<file path="src/rtl/bcd_display_driver.sv">
// rtl/bcd_display_driver.sv - double-dabble binary-to-BCD converter driving a 4-digit scanned display (option: LEADING_ZERO_BLANK_EN)
module bcd_display_driver #(
    parameter int REFRESH_DIV = 100000
) (
    input  logic        clk,
    input  logic        rst,
    input  logic [13:0] bin_in,
    input  logic        load,
    output logic        busy,
    output logic        ovf,
    output logic [3:0]  BCD,
    output logic [3:0]  anode
);

    localparam int PW = (REFRESH_DIV > 1) ? $clog2(REFRESH_DIV) : 1;
    localparam logic [PW-1:0] PRE_MAX = PW'(REFRESH_DIV - 1);

    typedef enum logic [1:0] {IDLE, SHIFT, COMMIT} state_t;

    state_t      state, state_next;
    logic [15:0] acc;
    logic [15:0] acc_adj;
    logic [15:0] display;
    logic [13:0] bin;
    logic [3:0]  cnt;
    logic [PW-1:0] pre;
    logic [1:0]  idx;

    assign busy = (state != IDLE);

    always_comb begin
        acc_adj = acc;
        for (int i = 0; i < 4; i++) begin
            if (acc[4*i +: 4] >= 4'd5) begin
                acc_adj[4*i +: 4] = acc[4*i +: 4] + 4'd3;
            end
        end
    end

    always_comb begin
        state_next = state;
        case (state)
            IDLE:    if (load) state_next = SHIFT;
            SHIFT:   if (cnt == 4'd13) state_next = COMMIT;
            COMMIT:  state_next = IDLE;
            default: state_next = IDLE;
        endcase
    end

    always_ff @(posedge clk) begin
        if (rst) begin
            state <= IDLE;
        end else begin
            state <= state_next;
        end
    end

    always_ff @(posedge clk) begin
        if (rst) begin
            acc     <= 16'd0;
            bin     <= 14'd0;
            cnt     <= 4'd0;
            ovf     <= 1'b0;
            display <= 16'd0;
        end else begin
            case (state)
                IDLE: begin
                    if (load) begin
                        bin <= (bin_in > 14'd9999) ? 14'd9999 : bin_in;
                        ovf <= (bin_in > 14'd9999);
                        acc <= 16'd0;
                        cnt <= 4'd0;
                    end
                end
                SHIFT: begin
                    // Top accumulator bit is always zero for inputs <= 9999.
                    {acc, bin} <= {acc_adj[14:0], bin, 1'b0};
                    cnt        <= cnt + 4'd1;
                end
                COMMIT:  display <= acc;
                default: ;
            endcase
        end
    end

    always_ff @(posedge clk) begin
        if (rst) begin
            pre <= '0;
            idx <= 2'd0;
        end else if (pre == PRE_MAX) begin
            pre <= '0;
            idx <= idx + 2'd1;
        end else begin
            pre <= pre + 1'b1;
        end
    end

`ifdef LEADING_ZERO_BLANK_EN
    logic blank;

    always_comb begin
        case (idx)
            2'd1:    blank = (display[15:4]  == 12'd0);
            2'd2:    blank = (display[15:8]  == 8'd0);
            2'd3:    blank = (display[15:12] == 4'd0);
            default: blank = 1'b0;
        endcase
    end

    always_comb begin
        BCD   = display[{idx, 2'b00} +: 4];
        anode = blank ? 4'b1111 : ~(4'b0001 << idx);
    end
`else
    always_comb begin
        BCD   = display[{idx, 2'b00} +: 4];
        anode = ~(4'b0001 << idx);
    end
`endif

endmodule

</file>
<file path="config.mk">
export PLATFORM = sky130hd
export DESIGN_NAME = bcd_display_driver
export DESIGN_NICKNAME = d
export VERILOG_FILES = /design/src/rtl/bcd_display_driver.sv
export SDC_FILE = /design/constraint.sdc
export NUM_CORES = 1
export LEC_CHECK = 0
export ABC_AREA = 1
export BUFFER_PORTS_ARGS = -buffer_cell sky130_fd_sc_hd__buf_2
export CAP_MARGIN = 40
export CORE_MARGIN = 2
export CORE_UTILIZATION = 60
export DETAILED_ROUTE_END_ITERATION = 8
export GPL_TIMING_DRIVEN = 0
export MAX_ROUTING_LAYER = met4
export PLACE_DENSITY = 0.88
export SLEW_MARGIN = 20
export SYNTH_ARGS = -nofsm -noshare
export SYNTH_HDL_FRONTEND = slang
export SYNTH_SLANG_ARGS = --single-unit
export TNS_END_PERCENT = 20
</file>
<file path="constraint.sdc">
create_clock -name clk -period 1.6 [get_ports clk]
set_clock_uncertainty 0.2 [all_clocks]
set_input_delay 0.32 -clock clk [delete_from_list [all_inputs] [get_ports clk]]
set_output_delay 0.32 -clock clk [all_outputs]
set_load 0.1 [all_outputs]
</file>
Word-level counts from Yosys, hierarchy flattened. Cells that the tools add are included.

Shift-type cells: 2. Multiplexer cells: 14. $lt $le $gt $ge: 5. Bitwise logic cells: 1. Equal/unequal tests: 6. Add/subtract/negate cells: 7. Reductions and logical operators: 7.

Operators with widths (count): one-hot mux 16 bit (2 select lines) (1); 2-to-1 mux 14 bit (2); one-hot mux 14 bit (2 select lines) (1); adder 17 x 1 -> 17 bit, second input constant (1); equality test 17 bit, second input constant (1); >= comparator 4 x 3 -> 1 bit, second input constant (4); 2-to-1 mux 16 bit (1); 2-to-1 mux 4 bit (4); indexed part select 16 x 5 -> 4 bit (1); > comparator 14 bit, second input constant (1); adder 4 x 2 -> 4 bit, second input constant (3); one-hot mux 4 bit (2 select lines) (1); AND reduction 2 bit (3); adder 4 x 1 -> 4 bit, second input constant (1); equality test 4 bit, second input constant (1); 2-to-1 mux 2 bit (2); inequality test 2 bit, second input constant (2); inverter 4 bit (1); one-hot mux 2 bit (2 select lines) (1); nonzero test 2 bit (2); << shifter 1 x 2 -> 4 bit, first input constant (1); adder 3 x 2 -> 3 bit, second input constant (1); 2-to-1 mux 3 bit (1); adder 2 x 1 -> 2 bit, second input constant (1); other kinds (4) (4).

Bits in registers: 72. Word-level logic and storage cells: 50. Output and inout port bits: 10. Bits of input ports: 17.

Longest topological paths before layout.
Word-level depth: 4. Gate-level depth with buffers: 9. Depth with buffers taken out: 9.

Worst setup path after synthesis. OpenSTA, ideal clock, no wires.

Path type: reg-to-output. Start point: register idx[0]. End point: output port BCD[0]. Path slack: -1.172 ns. Arrival: 2.252 ns. Required time: 1.080 ns. Cell stages (with the launch flop): 6. Path buffers: 2. Path through: dfxtp_1 -> buf_2 -> inv_1 -> buf_2 -> o21ai_0 -> o22ai_1.

Longest elaborated chain between the ends: 1.

Ends and longest elaborated chain: start: declaration (RTL line 27) `logic [1:0] idx;`; start signal: assignment (RTL line 92) `idx <= idx + 2'd1;`; indexed part select 16 x 5 -> 4 bit (RTL line 116) `BCD = display[{idx, 2'b00} +: 4];`; end: declaration (RTL line 11) `output logic [3:0] BCD,`.

No other way between the ends.

Worst setup path after layout.
Start point: register idx[0]. End point: output port BCD[1].

The elaborated chain is that of the path after synthesis.

==> results.md <==
- RSZ-0062 raised after global routing: yes
- Largest family of logic cells by synthesized area: simple AND/OR/NAND/NOR gates
- Most frequent cells in the layout: nand2_1 (110), dfxtp_1 (63), a21oi_1 (50)
- CTS Sinks: 72
- Clk root buf: clkbuf_8
- Synth async-reset ratio: 0%
- Final Power: approximately 4.1 mW
- Final ANT Viol Nets: 0
- Hold depth: 3
- Worst-Skew Late Latency: 360 ps
- Fin area: 4640 um2
- Clock Path Buffers: 2
- # DRC: 0
- DIE WIDTH: roughly 82 um
- Hold_sp: bin_in[6]
- Compound-Gate Fraction of Synth Area: between 15 and 20%
- Syn Nets: 535
- Slew @ Worst Pin: 513 ps
- WL per Instance: 15.2 um
- Final wirelength: 9540 um
- Status: complete, but fails checks
- Fin crit share: 126%
- Fill cell count: 378
- Placed Cells: 603
- Worst slew margin: between 60% and 70%
- Main synth FF type: dfxtp_1
- Final design utilization: 78.8%
- Vias/cell: 5.72
- Mux contribution to synthesized area: 0%
- Crit end category: output port
- # port buffers: 25
- Final cell count without fillers: 626
- Worst setup margin: -413 ps
- Top cells by area, synth: dfxtp_1 (40%), nand2_1 (11%), a21oi_1 (7.0%)
- CTS clk-pin slew, worst paths: around 80 ps
- CTS tree: built
- Hold EP: bin[6]$_SDFFE_PP0P_
- Register area share after synthesis: roughly two fifths
- Yosys cell types: 36
- Leak: 1.89 nW
- Num CTS Buffers: 9
- Post-Syn Area: 3630 um2
- FF-to-FF path depth: 8
- Critical path's slowest cell: dfxtp_2
- Area share of the largest cell type after synthesis: 39.7%
- Syn Inst Count: 503
- First-pass GRT wire length: ~14000 um
- Max_cap viols: 0
- WP data arrival: 1490 ps
- Drt pass-1 iters: 6
- Synth Area per Inst: 7.22 um2
- R2R Path Start: acc[12]$_SDFFE_PP0P_
- Layout Nets: 578
- Post-DP Area: 4000 um2
- Most common cell after layout, fill and taps aside: nand2_1
- Die ar.: 6690 um2
- Post-DP HPWL: 5700 um
- Peak VDD IR: about 0.6 mV
- Critical path cell sequence: buf_6, buf_6, o21ai_4, o22ai_4, buf_12
- Failing checks: negative setup slack
- Initial antenna violation count: 0
- Die Ht: 81.8 um
- CP max FO: 5
- R2R setup slack: -80 ps
- Synth Area in XOR/XNOR: 2.17%
- Hold WC Path Type: input pin to flop
- Synth Area in Simple Gates: approximately 26%
- Worst setup SP type: flop
- H-tree lvl count: 3
- Clock period minus worst slack: 2010 ps
- Largest net degree at the start of global routing: 13
- Max Slew Vio Count: 0
- Fmax: 497 MHz
- Initial core utilization: 61.7%
- Share of cells above drive strength 1: 24.5%
- Gr ovfl total: 0
- Critical Path RT: 1080 ps
- Slowest stage delay, CP: 350 ps
- Kind of critical path: flop to output port
- Worst Setup SP: idx[0]$_SDFFE_PP0N_
- Most frequent CP cell: buf_6
- Yosys warnings: 0
- Core ar.: 5890 um2
- Gr usage total: 29.0%
- ANT cells: 0
- Number of DRC markers in iteration 0: about 340
- # rows: 28
- Final Hold Fails: 0
- Seq cells post-synth: between 70 and 80
- Vias: approximately 3.6k
- Number of global-route vias before repair: 3295
- Cell taking the most area after synthesis: dfxtp_1
- Endpoints failing setup: 10
- EDFF count, synth: 0
- Post-Synth Adder-Cell Area: 5.17%
- GPL Wtd Cong: 0.852
- # IOs: 27
- P&R area growth vs syn: 27.7%
- FF-to-FF End: acc[13]$_SDFFE_PP0P_
- Pwr/cell area: 890 nW/um2
- CTS Hold Bufs: 0
metrics by stage:
step                      setup WS [ps]  hold WS [ps]  TNS [ps]
final                              -413          37.8     -2880
after global routing               -441          50.6     -3270
after CTS                          -369          39.3     -2450
after detailed placement           -269           254     -1660
after global placement             -255           239     -1550
after floorplan                    -171           229     -1040
Yosys cell counts (5+ instances only):
| master | number |
|---|---|
| nand2_1 | 110 |
| dfxtp_1 | 72 |
| nor2_1 | 54 |
| a21oi_1 | 51 |
| inv_1 | 50 |
| o21ai_0 | 42 |
| nand3_1 | 21 |
| ha_1 | 15 |
| xor2_1 | 8 |
| buf_2 | 7 |
| clkbuf_1 | 7 |
| inv_2 | 6 |
| nand4_1 | 6 |
| buf_4 | 5 |
| nand2_2 | 5 |
worst max-delay path by stage:
stage | end | slack [ps] | depth (start not counted)
finish | BCD[1] | -410 | 5
floorplan | BCD[2] | -170 | 5
CTS | BCD[0] | -370 | 5
global placement | anode[0] | -260 | 6
global route | BCD[0] | -440 | 5
detailed placement | anode[0] | -270 | 6
flip-flops by register name, summed over array words and instances, names as in the netlist:
register and count:
bin 14, ovf 1, state 2, cnt 4, acc 16, idx 2
display 16, pre 17
where the power goes:
part           internal [mW]  switching (mW)
logic                  0.117           0.211
clock network           1.23           0.713
registers               1.83          0.0277
total                   3.18           0.952
final cells by class:
cell class	instances	area (um2)	share of cell area [%]
clock inverters	6	130	2.81
flip-flops and latches	72	1460	31.5
plain buffers	21	149	3.21
well taps	75	93.8	2.02
clock buffers	10	138	2.97
inverters	57	243	5.23
repair buffers	32	339	7.31
multi-input cells	353	2090	45.0
critical path, delay by kind of cell (launching register included):
family	cells	cell delay [ps]
buf+inv	3	490
compound gates	2	290
flops	1	350
logic make-up after synthesis:
kind of cell,after synthesis
compound gates,118
fa+ha+maj,15
buf+inv,78
flops,72
xor+xnor,9
simple gates,211
what timing repair did:
item | 4_1_cts | 5_1_grt
endpoints found under the setup margin | 13 | 45
cloned | 1 | 0
pin swaps | 6 | 4
resized for setup | 59 | 31
buffers inserted | 3 | 3
per-layer routing:
layer	part of all wire, %	up-vias	track usage, %
met3	6.3	45	5.49
met5	0	-	-
met1	38	1641	32.1
met2	52	167	48.9
li1	-	1726	-
met4	3.5	0	16.7
Note: power is estimated with default switching activity, not from simulation.
